### config.mk
export PLATFORM = sky130hd
export DESIGN_NAME = imm_ext_pipe_flat
export DESIGN_NICKNAME = d
export VERILOG_FILES = /design/src/rtl/imm_ext_pipe_if.sv /design/src/rtl/imm_ext_pipe.sv /design/src/flat_wrapper.sv
export SDC_FILE = /design/constraint.sdc
export NUM_CORES = 1
export LEC_CHECK = 0
export BUFFER_PORTS_ARGS = -buffer_cell sky130_fd_sc_hd__buf_2
export CORE_ASPECT_RATIO = 0.9
export CORE_MARGIN = 2
export CORE_UTILIZATION = 60
export CTS_CLUSTER_SIZE = 16
export DETAILED_ROUTE_END_ITERATION = 12
export PLACE_DENSITY = 0.95
export SETUP_SLACK_MARGIN = 0.5
export SLEW_MARGIN = 20
export SYNTH_ARGS = -nofsm -noshare
export SYNTH_HDL_FRONTEND = slang
export SYNTH_SLANG_ARGS = --single-unit
export TNS_END_PERCENT = 1
### constraint.sdc
create_clock -name clk -period 4.2 [get_ports clk]
set_input_delay 0.42 -clock clk [delete_from_list [all_inputs] [get_ports clk]]
set_output_delay 0.42 -clock clk [all_outputs]
set_load 0.02 [all_outputs]
### src/rtl/imm_ext_pipe_if.sv
// imm_ext_pipe_if: valid/ready handshake bundle for the immediate-extension stage.
// The master drives in_* and out_ready. The slave (the stage) drives in_ready and the out_* results.
interface imm_ext_pipe_if #(
  parameter int IN_W  = 16,
  parameter int OUT_W = 32
);
  logic             in_valid;
  logic             in_ready;
  logic [IN_W-1:0]  in_imm;
  logic [2:0]       in_sel;
  logic             out_valid;
  logic             out_ready;
  logic [OUT_W-1:0] out_imm;
  logic             out_err;

  modport master (
    output in_valid, in_imm, in_sel, out_ready,
    input  in_ready, out_valid, out_imm, out_err
  );

  modport slave (
    input  in_valid, in_imm, in_sel, out_ready,
    output in_ready, out_valid, out_imm, out_err
  );
endinterface

### src/rtl/imm_ext_pipe.sv
// imm_ext_pipe: registered immediate-extension stage at the decode/execute boundary.
// A 2-entry skid buffer (main + skid) keeps in_ready purely registered.
// Optional feature macro: IMM_EXT_BRANCH_EN enables sel 011 (sign-extend, shift left 2).
// When the macro is undefined, sel 011 is treated as illegal.
module imm_ext_pipe #(
  parameter int IN_W  = 16,
  parameter int OUT_W = 32,
  parameter int CNT_W = 8
) (
  input  logic              clk,
  input  logic              rst_n,
  input  logic              flush,
  imm_ext_pipe_if.slave     bus,
  output logic [CNT_W-1:0]  err_cnt
);

  logic             main_valid;
  logic [OUT_W-1:0] main_imm;
  logic             main_err;
  logic             skid_valid;
  logic [OUT_W-1:0] skid_imm;
  logic             skid_err;

  logic [OUT_W-1:0] sext;
  logic [OUT_W-1:0] new_imm;
  logic             new_err;
  logic             accept;
  logic             main_free;

  // Extend the incoming immediate according to the select code.
  always_comb begin
    sext    = {{(OUT_W-IN_W){bus.in_imm[IN_W-1]}}, bus.in_imm};
    new_imm = '0;
    new_err = 1'b0;
    case (bus.in_sel)
      3'b000: new_imm = {{(OUT_W-IN_W){1'b0}}, bus.in_imm};
      3'b001: new_imm = sext;
      3'b010: new_imm = {bus.in_imm, {(OUT_W-IN_W){1'b0}}};
`ifdef IMM_EXT_BRANCH_EN
      3'b011: new_imm = sext << 2;
`endif
      default: begin
        new_imm = '0;
        new_err = 1'b1;
      end
    endcase
  end

  // Handshake qualifiers. An input offered during a flush is discarded.
  always_comb begin
    accept    = bus.in_valid && !skid_valid && !flush;
    main_free = !main_valid || bus.out_ready;
  end

  // Main/skid buffer. When main frees up, the skid (older) entry moves into main first,
  // so entries leave in the order they arrived.
  always_ff @(posedge clk or negedge rst_n) begin
    if (!rst_n) begin
      main_valid <= 1'b0;
      main_imm   <= '0;
      main_err   <= 1'b0;
      skid_valid <= 1'b0;
      skid_imm   <= '0;
      skid_err   <= 1'b0;
    end else if (flush) begin
      main_valid <= 1'b0;
      skid_valid <= 1'b0;
    end else if (main_free) begin
      if (skid_valid) begin
        main_valid <= 1'b1;
        main_imm   <= skid_imm;
        main_err   <= skid_err;
        skid_valid <= accept;
        if (accept) begin
          skid_imm <= new_imm;
          skid_err <= new_err;
        end
      end else begin
        main_valid <= accept;
        if (accept) begin
          main_imm <= new_imm;
          main_err <= new_err;
        end
      end
    end else if (accept) begin
      skid_valid <= 1'b1;
      skid_imm   <= new_imm;
      skid_err   <= new_err;
    end
  end

  // Saturating count of accepted illegal selects. It survives a flush and is cleared only by reset.
  always_ff @(posedge clk or negedge rst_n) begin
    if (!rst_n) begin
      err_cnt <= '0;
    end else if (accept && new_err && (err_cnt != '1)) begin
      err_cnt <= err_cnt + CNT_W'(1);
    end
  end

  // Drive the outputs. in_ready comes only from the skid flop.
  always_comb begin
    bus.in_ready  = !skid_valid;
    bus.out_valid = main_valid;
    bus.out_imm   = main_imm;
    bus.out_err   = main_err;
  end

endmodule

### src/flat_wrapper.sv
// flat-port wrapper written by rule: the top's interface ports become plain ports
module imm_ext_pipe_flat 
#(
  parameter int IN_W  = 16,
  parameter int OUT_W = 32,
  parameter int CNT_W = 8
)
  (clk, rst_n, flush, err_cnt, bus_in_valid, bus_in_imm, bus_in_sel, bus_out_ready, bus_in_ready, bus_out_valid, bus_out_imm, bus_out_err);
  imm_ext_pipe_if #(.IN_W(IN_W), .OUT_W(OUT_W)) bus_i ();
  input  logic clk;
  input  logic rst_n;
  input  logic flush;
  output logic [CNT_W-1:0] err_cnt;
  input wire logic [$bits(bus_i.in_valid)-1:0] bus_in_valid;
  input wire logic [$bits(bus_i.in_imm)-1:0] bus_in_imm;
  input wire logic [$bits(bus_i.in_sel)-1:0] bus_in_sel;
  input wire logic [$bits(bus_i.out_ready)-1:0] bus_out_ready;
  output wire logic [$bits(bus_i.in_ready)-1:0] bus_in_ready;
  output wire logic [$bits(bus_i.out_valid)-1:0] bus_out_valid;
  output wire logic [$bits(bus_i.out_imm)-1:0] bus_out_imm;
  output wire logic [$bits(bus_i.out_err)-1:0] bus_out_err;
  assign bus_i.in_valid = bus_in_valid;
  assign bus_i.in_imm = bus_in_imm;
  assign bus_i.in_sel = bus_in_sel;
  assign bus_i.out_ready = bus_out_ready;
  assign bus_in_ready = bus_i.in_ready;
  assign bus_out_valid = bus_i.out_valid;
  assign bus_out_imm = bus_i.out_imm;
  assign bus_out_err = bus_i.out_err;
  imm_ext_pipe #(.IN_W(IN_W), .OUT_W(OUT_W), .CNT_W(CNT_W)) u_core (.clk(clk), .rst_n(rst_n), .flush(flush), .bus(bus_i), .err_cnt(err_cnt));
endmodule
==> metrics.md, run 1 <==
| Metric | Value |
|---|---|
| Status | complete, no violations |
| Ys async rst share | 100% |
| Leak | 2.22 nW |
| CP max FO | 39 |
| Tcrit/Tclk final | 63.6% |
| Synthesized area | 3930 µm² |
| Worst setup margin | 1.53 ns |
| Vias in the first global route | 3019 |
| Post-synthesis sequential area ratio | 48.4% |
| Final TNS setup | 0 ns |
| TritonCTS clock tree | done |
| Post-synth EDFFs | 0 |
| Via count | 3191 |
| Post-route ant nets | 0 |
| First drt pass iteration count | 5 |
| Clock slew at the register clock pins of the worst setup and hold paths | 0.07 ns |
| N_diodes | 0 |
| WL/cell | 18.3 µm |
| Synth top area share | 48.4% |
| Slew HR | 38.4% |
| Setup violations, final | 0 |
| Htree depth | 3 |
| Slew @ Worst Pin | 0.924 ns |
| CORE AREA | 6220 µm² |
| Row count | 27 |
| Initial antenna violation count | 0 |
| Synth Register Bits | 76 |
| Setup Skew | 0.00701 ns |
| # port buffers | 66 |
| Post-CTS Setup Inserts | 0 |
| Synth Instances | 368 |
| Pwr Density | 420 nW/µm² |
| Mean post-synth cell area | 10.7 µm² |
| CTS Root Cell | clkbuf_8 |
| Total power | 0.00186 W |
| CP arrival | 2.25 ns |
| Peak Freq | 374 MHz |
| Distinct cell type count after synthesis | 40 |
| Hold_ws | 0.219 ns |
| Vias per cell | 6.32 |
| Worst slack at placement | 1.44 ns |
| Largest net degree at the start of global routing | 77 |
| Cts hold-fix bufs | 0 |
| Clock sink count | 76 |
| Max-cap viol count | 0 |
| Crit path time final | 2.67 ns |
| Max IR drop VDD | 285 µV |
| Startpoint Class | flop |
| Post-Route WL | 9.26 mm |
| Yosys warns | 0 |
| DRC Markers | 0 |
| Total track usage | 27.4% |
| Crit path capture type | output port |
| Max Slew Vio Count | 0 |
| WP data required | 3.78 ns |
| Top FF cell, synth | dfrtp_1 |
| RSZ-0062 raised after global routing | no |
| First-pass GRT wire length | 15.1 mm |
| Worst skew pair latency | 0.35 ns |
| WS Path Type | reg2out |
| Post-DP HPWL | 5.91 mm |
| TritonCTS Buffers | 9 |
| Final Core Density | 71.0% |
| Boundary pin count | 67 |
| Initial drt markers | 241 |
| Die width | 89.3 µm |
| Hold WC Path Type | in2async |
| Total grt overflow | 0 |
| Die span in y | 80.8 µm |
| # nets final | 439 |
| Max Buffers Root-to-Sink | 2 |
| Syn_nets | 393 |
| Area Overhead vs Synth | 12.4% |
| Fraction of layout cells with a size suffix above 1 | 32.1% |
| Fin. Hold Viols | 0 |
| Top cells by area, synth | dfrtp_1 48%, o21ai_0 6.4%, mux2_4 5.4% |
| Initial core utilization | 63.2% |
| Die area | 7210 µm² |
| RD Place Congestion | 0.846 |
| Yosys top cell by area | dfrtp_1 |
| CTS resizes | 0 |
-- state kept, by name, summed over array words and instances, names as in the netlist --
register              cells
u_core.bus.out_err        1
u_core.bus.out_imm       32
u_core.bus.out_valid      1
u_core.err_cnt            8
u_core.skid_err           1
u_core.skid_imm          32
u_core.skid_valid         1
-- path summary, 6_finish.rpt --
kind                                                to  slack, ns  depth (start not counted)                 from
worst min register to register     u_core.skid_imm[12]       0.47                          1  u_core.skid_imm[12]
worst max-delay path                      bus_in_ready       1.53                          2    u_core.skid_valid
min in group clk                  u_core.bus.out_valid       0.34                          2                flush
worst max register to register  u_core.bus.out_imm[19]       1.98                          3    u_core.skid_valid
max in group asynchronous            u_core.skid_valid       3.34                          1                rst_n
worst min-delay path            u_core.bus.out_imm[12]       0.22                          1                rst_n
-- layout by cell type, fill, tap and decap left out, types with 7 or more instances in the layout --
cell / instances
a21oi_1: 17
mux2_2: 7
a31oi_1: 32
buf_2: 65
o21ai_0: 50
a21o_1: 17
nand2_1: 20
dfrtp_1: 75
clkbuf_8: 10
o21ba_2: 16
and4_2: 7
and4_1: 10
mux2_4: 14
and2_1: 17
and3b_1: 16
-- metal layers --
metal / global-route usage, % / wire [µm] / vias to the layer above
li1: - / - / 1445
met1: 36.9 / 3910 / 1573
met2: 44.8 / 4450 / 154
met3: 6.71 / 752 / 19
met4: 7.16 / 147 / 0
met5: 0 / 0 / -
-- layout make-up --
| class | count | area, µm² |
|---|---|---|
| fill | 469 | 1800 |
| tap | 87 | 109 |
| inverter | 3 | 11.3 |
| timing repair buffer | 69 | 355 |
| multi-input combinational | 255 | 1850 |
| clock inverter | 5 | 52.6 |
| clock buffer | 10 | 138 |
| sequential | 76 | 1900 |
-- worst max-delay path, cell delays in order (launching register included) --
cell and delay, ns:
dfrtp_2 0.83, clkinv_1 0.71, buf_2 0.36
-- metrics by stage --
stage	instances	instance area, µm²
after floorplan	368	3930
after global placement	490	4220
after global routing	505	4420
after detailed placement	490	4220
after CTS	505	4410
final	505	4420
-- synth_stat cells (2+ instances only) --
master / n
nand2_1: 20
o21ai_0: 50
a21o_1: 17
nand3_1: 2
o21ba_2: 16
buf_2: 13
nand2b_1: 2
and4_1: 10
nor2_1: 4
and4_2: 7
a21oi_1: 17
buf_6: 3
clkbuf_1: 14
inv_1: 2
a31oi_1: 32
nand4_1: 3
and2_1: 17
mux2_2: 7
and3_1: 2
and3b_1: 16
mux2_1: 2
clkbuf_2: 4
mux2_4: 14
xnor2_1: 3
dfrtp_1: 76
-- where the power goes --
part	switching (W)	total [W]	internal (W)
sequential	0.0000804	0.000914	0.000834
clock	0.000256	0.000541	0.000284
combinational	0.000239	0.000402	0.000163
total	0.000575	0.00186	0.00128
-- kinds of logic after synthesis --
kind of cell               share of synthesized area, %
adders and majority gates                         0.318
buffers and inverters                              4.65
muxes                                              8.18
xor gates and xnor gates                          0.669
and+or+nand+nor                                    16.0
AOI/OAI and AO/OA                                  21.8
DFF                                                48.4
Power figures use the tool's default switching activity.
==> run 2: changes to the inputs <==
Settings changed: ABC_AREA set to 1, CORE_UTILIZATION 60 to 51, PLACE_DENSITY 0.95 to 0.87.
Clock period 4.2 ns to 2.38 ns, I/O delays scaled along.
==> metrics.md, run 2 <==
| Metric | Value |
|---|---|
| Filler cells | 697 |
| Total track usage | 22.0% |
| Post-CTS Setup Inserts | 0 |
| Post-route ant nets | 0 |
| WL/cell | 13.2 µm |
| Met3 GRT Util | 6.46% |
| Largest net degree at the start of global routing | 77 |
| Worst setup margin | 0.591 ns |
| GR peak layer | met2 |
| Die area | 8530 µm² |
| Hold WC Path Type | in2async |
| Post-DP HPWL | 6.05 mm |
| First-pass GRT wire length | 15.0 mm |
| Max incr delay on CP | 0.52 ns |
| Ys async rst share | 100% |
| Setup violations, final | 0 |
| TritonCTS Buffers | 9 |
| Peak Freq | 559 MHz |
| Initial core utilization | 52.8% |
| Leak | 2.60 nW |
| CORE AREA | 7540 µm² |
| Max Slew Vio Count | 0 |
| Max Buffers Root-to-Sink | 2 |
| Area Overhead vs Synth | 12.8% |
| Worst skew pair latency | 0.35 ns |
| Initial drt markers | 239 |
| Worst slack at placement | 0.674 ns |
| Pwr Density | 754 nW/µm² |
| # nets final | 600 |
| Crit path capture type | output port |
| Max IR drop VDD | 425 µV |
| Delay-heaviest family, CP | buffers and inverters |
| Worst path cell trace | inv_4 -> buf_8 -> buf_2 |
| Htree depth | 3 |
| Yosys warns | 0 |
| TritonCTS clock tree | done |
| RSZ-0062 raised after global routing | yes |
| Clock sink count | 76 |
| Via count | 3419 |
| Top cells by area, synth | dfrtp_1 48%, nand2_1 21%, inv_1 4.7% |
| Post-Route WL | 8.91 mm |
| Initial antenna violation count | 0 |
| Vias per cell | 5.06 |
| Crit-path slowest cell | dfrtp_1 |
| Die width | 97.2 µm |
| CP max FO | 60 |
| GR Layer Usage met2 | 36.1% |
| Reg2reg setup slack | 0.72 ns |
| Synthesized area | 3980 µm² |
| Post-route insts no fill | 676 |
| Hold_ws | 0.0199 ns |
| First drt pass iteration count | 4 |
| CTS Root Cell | clkbuf_8 |
| Fraction of layout cells with a size suffix above 1 | 19.0% |
| RD Place Congestion | 0.819 |
| Total grt overflow | 0 |
| Synth Register Bits | 76 |
| Tcrit/Tclk final | 75.2% |
| WS Path Type | reg2out |
| Row count | 30 |
| Slew HR | 35.0% |
| Non-Filler Cell Area, Final | 4490 µm² |
| Most common cell in the netlist | nand2_1 |
| Status | complete, no violations |
| Commonest non-fill, non-tap cell in the layout | nand2_1 |
| GR Layer Usage met1 | 29.0% |
| Reg2reg path depth | 6 |
| Cells after DPL | 660 |
| Top FF cell, synth | dfrtp_1 |
| Crit path time final | 1.79 ns |
| Vias in the first global route | 3214 |
| Critical path buffers and inverters | 3 |
| Post-synth EDFFs | 0 |
| RR Endpoint | u_core.skid_imm[1] |
| N_diodes | 0 |
| # port buffers | 66 |
| Syn_nets | 545 |
| Most frequent cells in the layout | 220 x nand2_1, 76 x dfrtp_1, 65 x buf_2 |
| Clock slew at the register clock pins of the worst setup and hold paths | 0.08 ns |
| Yosys top cell by area | dfrtp_1 |
| Placed inst area | 4270 µm² |
| Startpoint Class | flop |
| Fin. Hold Viols | 0 |
| Boundary pin count | 67 |
| Post-synthesis sequential area ratio | 47.8% |
| Slew @ Worst Pin | 0.975 ns |
| Synth Instances | 520 |
| Reg-to-Reg Start | u_core.skid_valid |
| DRC Markers | 0 |
| Setup Skew | 0.00746 ns |
| CP arrival | 1.55 ns |
| Max-cap viol count | 0 |
| Final TNS setup | 0 ns |
| Distinct cell type count after synthesis | 29 |
| WP data required | 2.14 ns |
| Mean post-synth cell area | 7.66 µm² |
| Synth top area share | 47.8% |
| Post-synth top cells | 220 x nand2_1, 76 x dfrtp_1, 50 x inv_1, 33 x nor2_1, 31 x o21ai_0 |
| Die span in y | 87.8 µm |
==> run 2: cell count changes after synthesis, moves of 17 or more <==
cell,change
inv_1,+48
a21o_1,-17
and2_1,-17
a31oi_1,-32
o21ai_1,+19
o21ai_0,-19
nand3_1,+24
nand2_1,+200
nor2_1,+29
==> run 2: stage by stage <==
step | total power [W] | utilization [%]
4_1_cts | 0.00342 | 59.4
5_1_grt | 0.00360 | 59.5
2_1_floorplan | 0.00211 | -
6_report | 0.00339 | 59.5
3_5_place_dp | 0.00235 | 56.5
3_3_place_gp | 0.00231 | 56.5
==> run 2: report_power, final <==
part / switching, W / internal [W] / leakage [nW] / total (W)
registers: 0.000118 / 0.00151 / 1.00 / 0.00163
clock network: 0.000479 / 0.000586 / 0.109 / 0.00106
logic: 0.000465 / 0.000231 / 1.49 / 0.000695
total: 0.00106 / 0.00233 / 2.60 / 0.00339
==> run 2: repair_timing <==
action                     CTS  global route
resized for setup            1             4
pin swaps                    0             0
hold buffers                 0             0
setup endpoints to repair    1             3
hold endpoints to repair     0             0
==> run 2: worst max path at each step <==
| stage | slack [ns] | depth (start not counted) | end | from |
|---|---|---|---|---|
| global placement | 0.74 | 7 | u_core.bus.out_err | u_core.bus.out_valid |
| detailed placement | 0.67 | 7 | u_core.bus.out_imm[24] | u_core.bus.out_valid |
| CTS | 0.52 | 3 | bus_in_ready | u_core.skid_valid |
| global route | 0.48 | 3 | bus_in_ready | u_core.skid_valid |
| finish | 0.59 | 3 | bus_in_ready | u_core.skid_valid |
| floorplan | 1.02 | 7 | u_core.err_cnt[2] | u_core.err_cnt[0] |
==> run 2: cells by family (layout without fill, tap and decap cells) <==
group	after synthesis	in the layout	synth area share [%]
adder cells (fa/ha/maj)	1	1	0.314
AO/OA/AOI/OAI	53	53	6.72
AND/OR/NAND/NOR	307	307	34.1
XOR/XNOR	3	3	0.660
buffers and inverters	80	140	10.5
flip-flops	76	76	47.8
==> run 2: area by class of cell <==
type / instances / area [µm²] / area share, %
Clock buffer: 9 / 124 / 2.76
Clock inverter: 7 / 91.3 / 2.03
Inverter: 54 / 208 / 4.63
Multi-Input combinational cell: 364 / 1660 / 37.0
Sequential cell: 76 / 1900 / 42.4
Tap cell: 96 / 120 / 2.67
Timing Repair Buffer: 70 / 383 / 8.53
==> run 2: metal layers <==
layer	up-vias	routed length, µm	share of wire [%]
met5	-	0	0
met4	0	125	1.4
met3	12	562	6.3
met2	112	4180	47
met1	1591	4040	45
li1	1704	-	-
